`config.mk`:
```
export PLATFORM = sky130hd
export DESIGN_NAME = load_store_unit
export DESIGN_NICKNAME = d
export VERILOG_FILES = /design/src/rtl/load_store_unit.sv
export SDC_FILE = /design/constraint.sdc
export NUM_CORES = 1
export LEC_CHECK = 0
export ABC_AREA = 1
export BUFFER_PORTS_ARGS = -buffer_cell sky130_fd_sc_hd__buf_4
export CAP_MARGIN = 10
export CORE_MARGIN = 2
export CORE_UTILIZATION = 37
export CTS_CLUSTER_SIZE = 14
export DETAILED_ROUTE_END_ITERATION = 10
export HOLD_SLACK_MARGIN = 0.12
export PLACE_DENSITY_LB_ADDON = 0.2
export SLEW_MARGIN = 20
export SYNTH_ARGS = -nofsm -noshare
export SYNTH_HDL_FRONTEND = slang
export SYNTH_SLANG_ARGS = --single-unit
```
`constraint.sdc`:
```
create_clock -name clk -period 2 [get_ports clk]
set_clock_uncertainty 0.1 [all_clocks]
set_input_delay 0.2 -clock clk [delete_from_list [all_inputs] [get_ports clk]]
set_output_delay 0.2 -clock clk [all_outputs]
set_load 0.03 [all_outputs]
```
`src/rtl/load_store_unit.sv`:
```
// ---------------------------------------------------------------------------
// load_store_unit
//
// Memory stage of the RV32I core. It sits directly after the ALU. The ALU
// result is the effective address and rs2 is the store data. The unit runs
// LB/LH/LW/LBU/LHU/SB/SH/SW against a variable-latency data memory and holds
// the core with `stall` until the access completes. It then pulses `done`
// for one cycle, together with `error` and the extended `load_data`.
//
// Parameters:
//   TIMEOUT_CYCLES   cycles allowed in ISSUE+WAIT before an access aborts
//                    with an error. Legal range is 2..65535.
//
// Ports:
//   clk              single clock, rising edge
//   reset            asynchronous, active-low reset
//   req_valid        core presents a load/store this cycle
//   req_is_store     1 = store, 0 = load
//   req_funct3       RV32I funct3 of the access
//   req_addr         effective address (ALU result)
//   req_wdata        store data (rs2)
//   stall            core must hold PC/instruction (combinational)
//   done             one-cycle completion pulse
//   error            valid with done: misaligned, illegal funct3 or timeout
//   load_data        extended load result, valid with done
//   mem_req_valid    memory request valid
//   mem_req_ready    memory accepts the request
//   mem_addr         word address of the access
//   mem_we           write request
//   mem_wstrb        byte enables
//   mem_wdata        lane-replicated store data
//   mem_resp_valid   load response valid
//   mem_resp_rdata   load response word
// ---------------------------------------------------------------------------
module load_store_unit #(
    parameter int TIMEOUT_CYCLES = 255
) (
    input  logic        clk,
    input  logic        reset,
    input  logic        req_valid,
    input  logic        req_is_store,
    input  logic [2:0]  req_funct3,
    input  logic [31:0] req_addr,
    input  logic [31:0] req_wdata,
    output logic        stall,
    output logic        done,
    output logic        error,
    output logic [31:0] load_data,
    output logic        mem_req_valid,
    input  logic        mem_req_ready,
    output logic [31:0] mem_addr,
    output logic        mem_we,
    output logic [3:0]  mem_wstrb,
    output logic [31:0] mem_wdata,
    input  logic        mem_resp_valid,
    input  logic [31:0] mem_resp_rdata
);

    typedef enum logic [1:0] {
        S_IDLE  = 2'd0,
        S_ISSUE = 2'd1,
        S_WAIT  = 2'd2,
        S_DONE  = 2'd3
    } state_t;

    localparam logic [15:0] TIMEOUT_LIM = 16'(TIMEOUT_CYCLES);

    state_t      state;
    state_t      next_state;
    logic [15:0] cnt;

    // Captured attributes of the access in flight. The load extractor needs
    // them after the request inputs have moved on.
    logic [2:0]  cap_funct3;
    logic [1:0]  cap_off;
    logic        cap_store;

    logic        f3_legal;
    logic        aligned;
    logic        req_ok;
    logic [3:0]  st_wstrb;
    logic [31:0] st_wdata;
    logic [31:0] shifted;
    logic [31:0] extracted;
    logic        timeout_hit;
    logic        next_error;
    logic [31:0] next_load_data;

    assign stall = ((state == S_IDLE) && req_valid) ||
                   (state == S_ISSUE) || (state == S_WAIT);

    // Request legality. Only funct3[1:0] sets the access size, so alignment
    // is judged from it alone. An illegal funct3 fails f3_legal anyway.
    always_comb begin
        f3_legal = 1'b0;
        case (req_funct3)
            3'b000, 3'b001, 3'b010: f3_legal = 1'b1;
            3'b100, 3'b101:         f3_legal = !req_is_store;
            default:                f3_legal = 1'b0;
        endcase
        aligned = 1'b1;
        case (req_funct3[1:0])
            2'b01:   aligned = !req_addr[0];
            2'b10:   aligned = (req_addr[1:0] == 2'b00);
            default: aligned = 1'b1;
        endcase
    end

    assign req_ok = f3_legal && aligned;

    // Store lane steering. The data is replicated across lanes, so the
    // strobe alone picks which byte(s) memory writes.
    always_comb begin
        st_wstrb = 4'b0000;
        st_wdata = 32'h0;
        if (req_is_store) begin
            case (req_funct3[1:0])
                2'b00: begin
                    st_wstrb = 4'b0001 << req_addr[1:0];
                    st_wdata = {4{req_wdata[7:0]}};
                end
                2'b01: begin
                    st_wstrb = 4'b0011 << req_addr[1:0];
                    st_wdata = {2{req_wdata[15:0]}};
                end
                default: begin
                    st_wstrb = 4'b1111;
                    st_wdata = req_wdata;
                end
            endcase
        end
    end

    // Load extraction. Shift the addressed lane down to bit 0, then sign- or
    // zero-extend it according to the captured funct3.
    assign shifted = mem_resp_rdata >> {cap_off, 3'b000};

    always_comb begin
        case (cap_funct3)
            3'b000:  extracted = {{24{shifted[7]}}, shifted[7:0]};
            3'b001:  extracted = {{16{shifted[15]}}, shifted[15:0]};
            3'b100:  extracted = {24'h0, shifted[7:0]};
            3'b101:  extracted = {16'h0, shifted[15:0]};
            default: extracted = mem_resp_rdata;
        endcase
    end

    // The abort fires in the last allowed cycle, so the access spends
    // exactly TIMEOUT_CYCLES cycles in ISSUE+WAIT. A handshake or response
    // in that same cycle still wins.
    assign timeout_hit = ((cnt + 16'd1) == TIMEOUT_LIM);

    // State register and timeout counter.
    always_ff @(posedge clk or negedge reset) begin
        if (!reset) begin
            state <= S_IDLE;
            cnt   <= 16'd0;
        end else begin
            state <= next_state;
            if (state == S_IDLE)
                cnt <= 16'd0;
            else if ((state == S_ISSUE) || (state == S_WAIT))
                cnt <= cnt + 16'd1;
        end
    end

    // Next-state logic, and the values done/error/load_data take on entering DONE.
    always_comb begin
        next_state     = state;
        next_error     = 1'b0;
        next_load_data = 32'h0;
        case (state)
            S_IDLE: begin
                if (req_valid) begin
                    if (req_ok) begin
                        next_state = S_ISSUE;
                    end else begin
                        next_state = S_DONE;
                        next_error = 1'b1;
                    end
                end
            end
            S_ISSUE: begin
                if (mem_req_ready) begin
                    next_state = cap_store ? S_DONE : S_WAIT;
                end else if (timeout_hit) begin
                    next_state = S_DONE;
                    next_error = 1'b1;
                end
            end
            S_WAIT: begin
                if (mem_resp_valid) begin
                    next_state     = S_DONE;
                    next_load_data = extracted;
                end else if (timeout_hit) begin
                    next_state = S_DONE;
                    next_error = 1'b1;
                end
            end
            S_DONE: begin
                next_state = S_IDLE;
            end
            default: begin
                next_state = S_IDLE;
            end
        endcase
    end

    // Registered outputs. done/error/load_data last only for the DONE
    // cycle. The memory payload is captured once in IDLE and then held
    // stable for the whole handshake.
    always_ff @(posedge clk or negedge reset) begin
        if (!reset) begin
            done          <= 1'b0;
            error         <= 1'b0;
            load_data     <= 32'h0;
            mem_req_valid <= 1'b0;
            mem_addr      <= 32'h0;
            mem_we        <= 1'b0;
            mem_wstrb     <= 4'b0000;
            mem_wdata     <= 32'h0;
            cap_funct3    <= 3'b000;
            cap_off       <= 2'b00;
            cap_store     <= 1'b0;
        end else begin
            done          <= (next_state == S_DONE);
            error         <= next_error;
            load_data     <= next_load_data;
            mem_req_valid <= (next_state == S_ISSUE);
            if ((state == S_IDLE) && req_valid && req_ok) begin
                mem_addr   <= {req_addr[31:2], 2'b00};
                mem_we     <= req_is_store;
                mem_wstrb  <= st_wstrb;
                mem_wdata  <= st_wdata;
                cap_funct3 <= req_funct3;
                cap_off    <= req_addr[1:0];
                cap_store  <= req_is_store;
            end
        end
    end

endmodule

```
# Word level (Yosys, flattened, before mapping)
# Cells that the tools add are included.
word_totals:
  ff_bits: 125
  elab_cells: 71
op_classes:
  add_sub_neg: 1
  n_eq_ne: 15
  shifts: 3
  n_mux: 24
  n_reduce_logical: 16
op_table:
  columns: ["cell", "n"]
  rows:
  - ["$pmux W32 S4", 1]
  - ["$mux W32", 3]
  - ["$pmux W32 S2", 1]
  - ["$mux W16", 2]
  - ["$shr A32 B5 Y16", 1]
  - ["$add A16 B1 Y16 const B", 1]
  - ["$eq A16 B8 Y1 const B", 1]
  - ["$eq A3 B3 Y1 const B", 4]
  - ["$mux W2", 5]
  - ["$eq A2 B2 Y1 const B", 4]
  - ["$pmux W2 S4", 1]
  - ["$pmux W4 S2", 1]
  - ["$eq A2 B1 Y1 const B", 3]
  - ["$eq A3 B1 Y1 const B", 2]
  - ["$logic_not A2 Y1", 3]
  - ["$logic_not A3 Y1", 2]
  - ["$mux W1", 6]
  - ["$mux W4", 1]
  - ["$pmux W1 S2", 2]
  - ["$shl A1 B2 Y4 const A", 1]
  - ["$shl A2 B2 Y4 const A", 1]
  - ["$eq A3 B2 Y1 const B", 1]
  - ["$logic_and A1 B1 Y1", 3]
  - ["$logic_or A1 B1 Y1", 3]
  - ["5 further kinds", 6]

# Longest topological paths before layout
# Gate-level depths: netlist of run 1.
depth:
  ltp_word: 8
  mapped_depth: 15
  mapped_depth_nobuf: 15

# Worst setup path before layout of run 1
# No wires, ideal clock.
synth_timing:
  path_type: "input to register"
  startpoint: "input req_funct3[1]"
  endpoint: "register mem_addr[10]"
  setup_ns: 0.118
  arrival_ns: 1.779
  required_time_ns: 1.782
  slack_ns: 0.004
  stages: 13
  cell_sequence: "clkbuf_1 -> inv_1 -> ha_1 -> buf_4 -> inv_2 -> o221ai_1 -> o21ai_2 -> nor2_4 -> inv_2 -> buf_6 -> buf_2 -> nand2_1 -> nand2_1"
synth_via:
  elab_chain_cells: 5
synth_lines:
  columns: ["element", "line_no", "source"]
  rows:
  - ["start: declaration", "42", "input logic [2:0] req_funct3,"]
  - ["$eq A3 B1 Y1, or another cell as far along", "96", "case (req_funct3)"]
  - ["$reduce_or A3 Y1 or $reduce_or A2 Y1 (tied branches)", "96", null]
  - ["$pmux W1 S2", "96", null]
  - ["$logic_and A1 B1 Y1 (*)", "109", "assign req_ok = f3_legal && aligned;"]
  - ["$logic_and A1 B1 Y1 (*)", "230", "if ((state == S_IDLE) && req_valid && req_ok) begin"]
  - ["end signal: assignment", "231", "mem_addr <= {req_addr[31:2], 2'b00};"]
  - ["end: declaration", "51", "output logic [31:0] mem_addr,"]
# Mark *: on every way between the ends. The rest lies on a longest branch, timed or not.
# A chain may end at the register's enable or synchronous reset.

# Final worst setup path of run 1
layout_timing:
  startpoint: "input req_funct3[1]"
  endpoint: "register mem_wdata[28]"
layout_via:
  elab_chain_cells: 5
layout_lines:
  columns: ["element", "line_no", "source"]
  rows:
  - ["$eq A3 B1 Y1, or another cell as far along", "96", null]
  - ["$reduce_or A3 Y1 or $reduce_or A2 Y1 (tied branches)", "96", null]
  - ["$pmux W1 S2", "96", null]
  - ["$logic_and A1 B1 Y1", "109", null]
  - ["$logic_and A1 B1 Y1", "230", null]
  - ["end signal: assignment", "234", "mem_wdata <= st_wdata;"]
  - ["end: declaration", "54", "output logic [31:0] mem_wdata,"]
# Parallel ways exist; a longest one is shown, timed or not.

==> run metrics, run 1 <==
outcome=complete, no violations; Worst-Margin Slew=0.610 ns; M2 GR Usage=36.8%; Die ar.=17,500 µm²; FP Rows=46; post-route ant nets=0; Synth area leader=dfrtp_1; post-layout util=62.9%; commonest non-fill, non-tap cell in the layout=nand2_1; Final min period=1.91 ns; final hold vios=0; DRT Pass-1 Iters=7; Yosys reg bits=125; total CTS buffers=17; met1 Use GR=28.0%; GRT met3 Usage=6.69%; RSZ-0062 raised after global routing=yes; pin count of the biggest net entering global routing=49; Die W=132 µm; final worst path period share=95.7%; H-tree Lvls=4; fin cells=1,332; Total Nets Final=1,213; total number of vias=6,473; max-cap viol count=0; pre-CTS WS=0.0538 ns; Remaining Overflow, GRT=0; CTS Buffer Depth=2; CTS tree=built; I/O pin cnt=210; hold slack=0.211 ns; Most Crowded Layer GR=met2; Post-Syn Instances=758; global-route wire length before repair=31.6 mm; layout cells sized above 1=31.0%; Clk Latency, worst-skew pair=0.41 ns; Worst EP required=2.20 ns; Die Ht=132 µm; WP data arrival=2.11 ns; clk slew on worst S/H paths=0.06 ns; average wire per standard cell=15.4 µm; number of global-route vias before repair=6,359; DP HPWL=13.1 mm; antenna violations before repair=0; Worst slew margin=59.3%; DP Cell Count=1,175; register area share after synthesis=51.5%; Placed Area=8020 µm²; area grow syn2layout=65.1%; FMAX=522 MHz; area share of the largest cell type after synthesis=51.5%; final WL=20.5 mm; IO Port Bufs=207; syn_area_per_cell=8.01 µm²; detail-routed via count per cell=4.86; CP Class=in2reg; most frequent cells in the layout=243 x nand2_1, 235 x buf_4, 123 x dfrtp_1; Netlist cell types=32; Post-Layout Inst Area=10,000 µm²; CP endpoint kind=flop; DR iter-0 viols=384; pins over their slew limit=0; clk sink count=125; Post-Syn Area=6070 µm²; # setup viols final=0; Total GRT Usage=22.5%; Final Worst Setup Slack=0.0853 ns; Diodes inserted=0; Yosys warnings=0; LEAKAGE=5.13 nW; root buffer cell=clkbuf_16; DRC viols=0; path category of the worst min-delay check=in2async; largest fanout on the critical path=18; Worst VDD drop=0.000915 V; ranking of synthesized cells by area=dfrtp_1 52%, nand2_1 15%, o21ai_0 4.8%; starting density of the core=38.1%; critical path launch point type=input port; PD cells=1330 nW/µm²; Final GP Congestion=0.867; Core Area=15,900 µm²
[flip-flops by register name, indices dropped and copies added, names as in the netlist]
name and count:
cap_store 1, error 1, cnt 16, cap_funct3 3, cap_off 2, mem_wdata 32
load_data 32, mem_addr 30, state 2, done 1, mem_wstrb 4, mem_req_valid 1
[synth_stat cells]
cell / number
mux2i_1: 2
nand2_4: 1
nand3_2: 1
a21oi_2: 10
inv_2: 7
buf_2: 11
o21ai_2: 1
inv_1: 67
ha_1: 5
nand4_1: 7
buf_6: 2
o21ai_1: 38
conb_1: 1
o211ai_2: 1
nand3_1: 36
or2_2: 1
o22ai_1: 19
nand2_1: 246
nor3_1: 2
clkbuf_1: 18
clkinv_1: 1
nor2_1: 35
dfrtp_1: 125
buf_4: 5
a21oi_1: 32
nand2_2: 5
nor2_4: 7
o31ai_1: 7
nor2_2: 5
a22oi_1: 1
o21ai_0: 58
o221ai_1: 1
[critical path, stage by stage]
cell and delay [ns]:
buf_4 0.11, dlygate4sd3_1 0.57, buf_6 0.13, ha_1 0.17
inv_1 0.09, nor2_1 0.06, o21ai_2 0.21, nor2_4 0.09
buf_6 0.13, nand2_4 0.09, buf_12 0.17, o21ai_1 0.08
[layout make-up]
type	instances	area, µm²
Clock buffer	18	429
Clock inverter	14	158
Fill cell	1368	5920
Inverter	75	287
Multi-Input combinational cell	524	2580
Sequential cell	125	3130
Tap cell	216	270
Timing Repair Buffer	360	3170
[metrics by stage]
stage / power (mW) / setup TNS [ns]
final: 13.3 / 0
after global routing: 14.1 / -0.250
after CTS: 13.2 / 0
after detailed placement: 9.84 / 0
after global placement: 9.81 / 0
after floorplan: 7.50 / 0
[layer usage]
| metal | vias up | wire (µm) |
|---|---|---|
| met5 | - | 0 |
| met4 | 0 | 537 |
| met3 | 45 | 1600 |
| met2 | 280 | 9890 |
| met1 | 3007 | 8510 |
| li1 | 3141 | - |
[what timing repair did]
action | 4_1_cts | 5_1_grt
endpoints found under the setup margin | 0 | 69
setup buffers | 0 | 9
hold buffers | 108 | 0
hold endpoints to repair | 165 | 0
resized for setup | 0 | 32
[power breakdown]
group	internal [mW]	total [mW]	switching (mW)
Clock	1.86	3.09	1.23
Sequential	3.43	3.95	0.520
Combinational	2.33	6.25	3.92
[cell families (layout without fill, tap and decap cells)]
family / Yosys count / in the layout / synth area share, %
muxes: 2 / 2 / 0.330
other: 1 / 2 / 0.0617
adders and majority gates: 5 / 5 / 1.03
DFF: 125 / 125 / 51.5
and+or+nand+nor: 346 / 347 / 24.0
buffers and inverters: 111 / 467 / 7.64
AOI/OAI and AO/OA: 168 / 168 / 15.4
[final timing paths]
kind | startpoint | to | slack (ns) | cells after the start
max in group asynchronous | reset | cap_off[1] | 0.90 | 3
setup / recovery | req_funct3[1] | mem_wdata[28] | 0.09 | 12
hold / removal | reset | mem_wdata[0] | 0.21 | 2
hold reg to reg | mem_addr[7] | mem_addr[7] | 0.37 | 2
setup reg to reg | cnt[1] | mem_req_valid | 0.10 | 14
min in group clk | mem_addr[7] | mem_addr[7] | 0.37 | 2
(Power assumes the default switching activity.)
==> run 2, diff against run 1 <==
- ABC_AREA: 1 -> not set
- REMOVE_ABC_BUFFERS: not set -> 1
==> run 2 against run 1 <==
Effect of this change:
- synthesized cell count decreased by 19%
- synthesized area decreased by 1.2%
- final cell count decreased by 11%
- via count decreased by 9.6%
- combinational power decreased by 7.2%
- worst setup slack got worse by 0.067 ns
- flip-flop and latch count unchanged
- critical path type is now reg2reg
- largest cell class is now registers
- largest power group unchanged
==> run metrics, run 2 <==
total power=12.8 mW (was 13.3 mW); Worst EP required=2.20 ns (about the same); ranking of synthesized cells by area=dfrtp_1 52%, nand2_1 7.3%, mux2_2 6.9% (was dfrtp_1 52%, nand2_1 15%, o21ai_0 4.8%); hold path start=req_wdata[19]; CP Class=reg2reg (was in2reg); Final min period=1.98 ns (was 1.91 ns); Critical path origin=cnt[1] (was req_funct3[1]); Final Worst Setup Slack=0.0181 ns (was 0.0853 ns); post-route ant nets=0 (unchanged); IO Port Bufs=207 (unchanged); Synth area leader=dfrtp_1 (unchanged); starting density of the core=37.8% (was 38.1%); Largest regs=load_data x32, mem_wdata x32, mem_addr x30 (unchanged); DP HPWL=12.3 mm (was 13.1 mm); pre-CTS WS=-0.0420 ns (was 0.0538 ns); largest fanout on the critical path=8 (was 18); number of cells on the critical path=8 (was 12); Yosys warnings=0 (unchanged); area grow syn2layout=64.8% (was 65.1%); most frequent cells in the layout=253 x buf_4, 124 x dfrtp_1, 117 x nand2_1 (was 243 x nand2_1, 235 x buf_4, 123 x dfrtp_1); Yosys reg bits=125 (unchanged); PD cells=1300 nW/µm² (was 1330 nW/µm²); ys flop type=dfrtp_1 (unchanged); top-count cell post-synth=dfrtp_1 (was nand2_1); I/O pin cnt=210 (unchanged); clk slew on worst S/H paths=0.06 ns (about the same); Crit path max-delay family=compound AO/OA/AOI/OAI gates (was buffers and inverters); pin count of the biggest net entering global routing=94 (was 49); total CTS buffers=17 (unchanged); Slowest cell on crit path=dfrtp_1 (was dlygate4sd3_1); Total Nets Final=1,068 (was 1,213); most instantiated cells after synthesis=125 x dfrtp_1, 117 x nand2_1, 61 x o21ai_0, 41 x a21oi_1, 37 x mux2_2 (was 246 x nand2_1, 125 x dfrtp_1, 67 x inv_1, 58 x o21ai_0, 38 x o21ai_1); Setup TNS Final=0 ns (unchanged); total number of vias=5,851 (was 6,473); DR iter-0 viols=317 (was 384); fin cells=1,187 (was 1,332); final WL=18.7 mm (was 20.5 mm); DP Cell Count=1,044 (was 1,175); Die W=131 µm (was 132 µm); detail-routed via count per cell=4.93 (was 4.86); CP Cell Sequence=buf_4, nand4_4, buf_4, nor4_2, a311oi_2, a21oi_2, a31oi_2, o211a_1 (was buf_4, dlygate4sd3_1, buf_6, ha_1, inv_1, nor2_1, o21ai_2, nor2_4, buf_6, nand2_4, buf_12, o21ai_1); FP Rows=46 (unchanged); Die ar.=17,200 µm² (was 17,500 µm²); commonest non-fill, non-tap cell in the layout=buf_4 (was nand2_1); Post-Syn Instances=612 (was 758); CTS tree=built (unchanged); GRT met3 Usage=5.21% (was 6.69%); Worst VDD drop=0.000911 V (was 0.000915 V); antenna violations before repair=0 (unchanged); final worst path period share=99.1% (was 95.7%); critical path launch point type=flop (was input port); register area share after synthesis=52.1% (was 51.5%); DRC viols=0 (unchanged); WP data arrival=2.18 ns (was 2.11 ns); layout cells sized above 1=37.1% (was 31.0%); Clk Latency, worst-skew pair=0.41 ns (about the same); # setup viols final=0 (unchanged); average wire per standard cell=15.8 µm (was 15.4 µm); pins over their slew limit=0 (unchanged); Async S/R FF share, synth=100% (unchanged); CTS Buffer Depth=2 (unchanged); Worst-Margin Slew=0.552 ns (was 0.610 ns); Core Area=15,900 µm² (about the same); worst r2r path cells=8 (was 14); Most Crowded Layer GR=met2 (unchanged); Post-synth EDFFs=0 (unchanged); outcome=complete, no violations (unchanged); M2 GR Usage=38.5% (was 36.8%); area share of the largest cell type after synthesis=52.1% (was 51.5%); DRT Pass-1 Iters=4 (was 7); Total GRT Usage=21.7% (was 22.5%); clk sink count=125 (unchanged); Remaining Overflow, GRT=0 (unchanged); Worst Hold Path Cells=4; path category of the worst min-delay check=in2reg (was in2async); FMAX=505 MHz (was 522 MHz); Final GP Congestion=0.824 (was 0.867); CP endpoint kind=flop (unchanged); CP most frequent cell=buf_4 (was buf_6); Worst path max stage delay=0.38 ns (was 0.57 ns); root buffer cell=clkbuf_16 (unchanged); R2R Path Start=cnt[1] (unchanged); max-cap viol count=0 (unchanged); Die Ht=131 µm (was 132 µm); Diodes inserted=0 (unchanged); Worst slew margin=63.1% (was 59.3%); Netlist cell types=58 (was 32); Post-Syn Area=6000 µm² (was 6070 µm²); syn_area_per_cell=9.80 µm² (was 8.01 µm²); met1 Use GR=24.9% (was 28.0%); number of global-route vias before repair=6,082 (was 6,359); worst path bufs/invs=2 (was 6); LEAKAGE=4.88 nW (was 5.13 nW); final hold vios=0 (unchanged); H-tree Lvls=4 (unchanged); global-route wire length before repair=30.1 mm (was 31.6 mm); RSZ-0062 raised after global routing=yes (unchanged)
==> run 2: path summary, 6_finish.rpt <==
path	end	slack [ns]
hold / removal	mem_wdata[19]	0.13
min in group asynchronous	cnt[5]	0.27
setup reg to reg	mem_req_valid	0.02
setup / recovery	mem_req_valid	0.02
hold reg to reg	mem_wdata[21]	0.38
max in group asynchronous	load_data[21]	1.11
==> run 2: cell families after synthesis <==
| group | share of synthesized area [%] |
|---|---|
| simple gates | 16.0 |
| compound gates | 15.7 |
| flops | 52.1 |
| buf+inv | 4.63 |
| mux | 9.16 |
| xor+xnor | 1.31 |
| fa+ha+maj | 1.04 |
| other cells | 0.0625 |
==> run 2: power by group <==
group          total [mW]  switching (mW)  internal, mW
combinational        5.80            3.45          2.34
clock                3.18            1.17          2.02
sequential           3.85           0.473          3.38
total                12.8            5.09          7.74
==> run 2: per-stage QoR <==
stage | cell area, µm² | hold slack [ns] | util [%]
4_1_cts | 9790 | 0.122 | 61.6
5_1_grt | 9880 | 0.123 | 62.2
3_3_place_gp | 8040 | 0.172 | 50.6
6_report | 9880 | 0.126 | 62.2
2_1_floorplan | 5810 | -0.196 | -
3_5_place_dp | 8040 | 0.181 | 50.6
==> run 2: worst reg2reg max path: stages, from the launching register on <==
cell	delay, ns
dfrtp_1	0.38
buf_4	0.17
nand4_4	0.18
buf_4	0.19
nor4_2	0.24
a311oi_2	0.10
a21oi_2	0.16
a31oi_2	0.12
o211a_1	0.24
==> run 2: repair_timing <==
| item | CTS | global route |
|---|---|---|
| pin swaps | 6 | 6 |
| resized for setup | 6 | 16 |
| hold buffers | 108 | 0 |
| hold endpoints to repair | 227 | 0 |
| setup endpoints to repair | 3 | 31 |
| gates cloned | 0 | 1 |
| setup buffers | 4 | 0 |
==> run 2: area by class of cell <==
| cell class | instances | area [µm²] |
|---|---|---|
| flip-flops and latches | 125 | 3130 |
| well taps | 216 | 270 |
| clock inverters | 10 | 128 |
| inverters | 23 | 86.3 |
| fillers | 1304 | 6000 |
| clock buffers | 22 | 494 |
| repair buffers | 367 | 3090 |
| multi-input cells | 424 | 2680 |
==> run 2: layer usage <==
| layer | part of all wire [%] | vias up | wire [µm] |
|---|---|---|---|
| met3 | 5.4 | 39 | 1020 |
| met2 | 51 | 195 | 9580 |
| li1 | - | 2800 | - |
| met5 | 0 | - | 0 |
| met4 | 2.7 | 0 | 506 |
| met1 | 41 | 2817 | 7640 |
==> run 3, diff against run 2 <==
- clock period: 2 -> 2.21 ns (I/O delays scaled with it)
==> run 3 against run 2 <==
Effect of this change:
- worst setup slack better by 0.073 ns
- worst hold slack better by 0.0020 ns
- global-route usage down 0.56 points
- first-iteration DRC count down 23%
- sequential share of layout area up 1.2 points
- flip-flop and latch count unchanged
- critical path depth up 3
- highest routed layer unchanged
- wire length down 3.6%
- non-clock buffer count down 30
- sequential power down 9.6%
- power down 12%
- largest power group unchanged
==> run metrics, run 3 (same netlist as run 2, synthesis figures left out) <==
outcome=complete, no violations (unchanged); Largest regs=load_data x32, mem_wdata x32, mem_addr x30 (unchanged); Die Ht=131 µm (unchanged); Worst Hold End=mem_wdata[25] (was mem_wdata[19]); starting density of the core=37.8% (unchanged); pin count of the biggest net entering global routing=57 (was 94); Worst EP required=2.44 ns (was 2.20 ns); number of global-route vias before repair=5,826 (was 6,082); detail-routed via count per cell=4.97 (was 4.93); I/O pin cnt=210 (unchanged); r2r endpoint=done (was mem_req_valid); FP Rows=46 (unchanged); WP data arrival=2.35 ns (was 2.18 ns); # setup viols final=0 (unchanged); DP HPWL=12.0 mm (was 12.3 mm); Worst slew margin=61.2% (was 63.1%); DR iter-0 viols=245 (was 317); DP Cell Count=1,026 (was 1,044); clk sink count=125 (unchanged); Setup TNS Final=0 ns (unchanged); DRC viols=0 (unchanged); LEAKAGE=4.68 nW (was 4.88 nW); Core Area=15,900 µm² (unchanged); Total Nets Final=1,038 (was 1,068); Die ar.=17,200 µm² (unchanged); CTS Buffer Depth=2 (unchanged); CTS tree=built (unchanged); average wire per standard cell=15.6 µm (was 15.8 µm); R2R Path Start=cnt[1] (unchanged); fin cells=1,157 (was 1,187); CP Class=in2reg (was reg2reg); critical path launch point type=input port (was flop); most frequent cells in the layout=234 x buf_4, 124 x dfrtp_1, 117 x nand2_1 (was 253 x buf_4, 124 x dfrtp_1, 117 x nand2_1); Crit path max-delay family=buffers and inverters (was compound AO/OA/AOI/OAI gates); Remaining Overflow, GRT=0 (unchanged); final WL=18.1 mm (was 18.7 mm); clk slew on worst S/H paths=0.06 ns (about the same); Worst Hold Path Cells=5 (was 4); area grow syn2layout=58.7% (was 64.8%); hold slack=0.128 ns (was 0.126 ns); # fillers=1,327 (was 1,304); global-route wire length before repair=29.5 mm (was 30.1 mm); max-cap viol count=0 (unchanged); Final min period=2.12 ns; PD cells=1190 nW/µm² (was 1300 nW/µm²); worst path bufs/invs=5 (was 2); Worst path max stage delay=0.53 ns (was 0.38 ns); Slowest cell on crit path=dlygate4sd3_1 (was dfrtp_1); Worst-Margin Slew=0.583 ns (was 0.552 ns); final hold vios=0 (unchanged); CP Cell Sequence=buf_4, dlygate4sd3_1, inv_1, ha_2, nor2_2, buf_6, nand2_1, nand2_1, dlygate4sd3_1, nand2_1, o21ai_0 (was buf_4, nand4_4, buf_4, nor4_2, a311oi_2, a21oi_2, a31oi_2, o211a_1); worst r2r path cells=7 (was 8); total number of vias=5,748 (was 5,851); Clk Latency, worst-skew pair=0.41 ns (about the same); pre-CTS WS=0.0401 ns (was -0.0420 ns); IO Port Bufs=207 (unchanged); commonest non-fill, non-tap cell in the layout=buf_4 (unchanged); layout cells sized above 1=35.7% (was 37.1%); FF/Latch Area=3130 µm² (unchanged); antenna violations before repair=0 (unchanged); total CTS buffers=17 (unchanged); hold path start=req_wdata[9] (was req_wdata[19]); root buffer cell=clkbuf_16 (unchanged); Total GRT Usage=21.2% (was 21.7%); FF-to-FF setup slack=0.14 ns (was 0.02 ns); pins over their slew limit=0 (unchanged); path category of the worst min-delay check=in2reg (unchanged); Diodes inserted=0 (unchanged); post-layout util=59.9% (was 62.2%); Die W=131 µm (unchanged); H-tree Lvls=4 (unchanged); Worst VDD drop=0.000765 V (was 0.000911 V); CP endpoint kind=flop (unchanged); DRT Pass-1 Iters=5 (was 4); CP most frequent cell=nand2_1 (was buf_4); area of the multi-input gates=2610 µm² (was 2680 µm²); largest fanout on the critical path=11 (was 8); Final Worst Setup Slack=0.0907 ns (was 0.0181 ns); FMAX=472 MHz; post-route ant nets=0 (unchanged); Final GP Congestion=0.821 (was 0.824); final worst path period share=95.9%
run 3: changes by cell type in the layout (fill, tap and decap cells not counted), moves of 2 or more:
cell	before	now
clkbuf_8	5	3
buf_4	253	234
clkinv_2	0	2
dlymetal6s4s_1	2	0
dlygate4sd3_1	106	96
run 3: how the worst max path moves through the flow:
| stage | from | end | slack (ns) | cells after the start |
|---|---|---|---|---|
| after floorplan | req_funct3[1] | cap_funct3[2] | -2.75 | 6 |
| after global placement | req_funct3[1] | mem_addr[12] | 0.18 | 8 |
| after detailed placement | req_funct3[1] | mem_wdata[13] | 0.04 | 9 |
| after CTS | req_funct3[0] | mem_wdata[13] | 0.02 | 10 |
| after global routing | req_funct3[0] | mem_wdata[26] | -0.005 | 11 |
| final | req_funct3[0] | mem_wdata[30] | 0.09 | 11 |
run 3: area by class of cell:
type,instances,area share (%)
Inverter,23,0.907
Clock inverter,12,1.43
Tap cell,216,2.84
Timing Repair Buffer,337,29.6
Sequential cell,125,32.9
Clock buffer,20,4.90
Multi-Input combinational cell,424,27.4
run 3: worst reg2reg max path, delay by kind of cell, from the launching register on:
kind                   cells  cell delay (ns)
AO/OA/AOI/OAI              2             0.42
buffers and inverters      1             0.16
AND/OR/NAND/NOR            3             0.60
multiplexers               1             0.30
flip-flops                 1             0.35
run 3: power breakdown:
| part | leakage [nW] | switching, mW | internal (mW) |
|---|---|---|---|
| sequential | 1.63 | 0.424 | 3.06 |
| clock | 0.289 | 1.04 | 1.76 |
| combinational | 2.75 | 3.05 | 2.01 |
| total | 4.68 | 4.51 | 6.82 |
run 3: routing by layer:
layer,vias up,routed length [µm],part of all wire [%],track usage (%)
met3,28,991,5.5,4.63
li1,2752,-,-,-
met5,-,0,0,0
met4,0,423,2.3,8.82
met2,185,9180,51,37.0
met1,2783,7470,41,25.2
run 3: what timing repair did:
item,CTS,global route
hold buffers,96,0
hold endpoints to repair,135,0
endpoints found under the setup margin,0,47
resized for setup,0,8
setup buffers,0,1
run 3: through the flow:
step,instance area (µm²),total power [mW]
floorplan,5810,6.32
global placement,7910,8.30
detailed placement,7910,8.42
CTS,9470,11.4
global route,9520,11.9
finish,9520,11.3
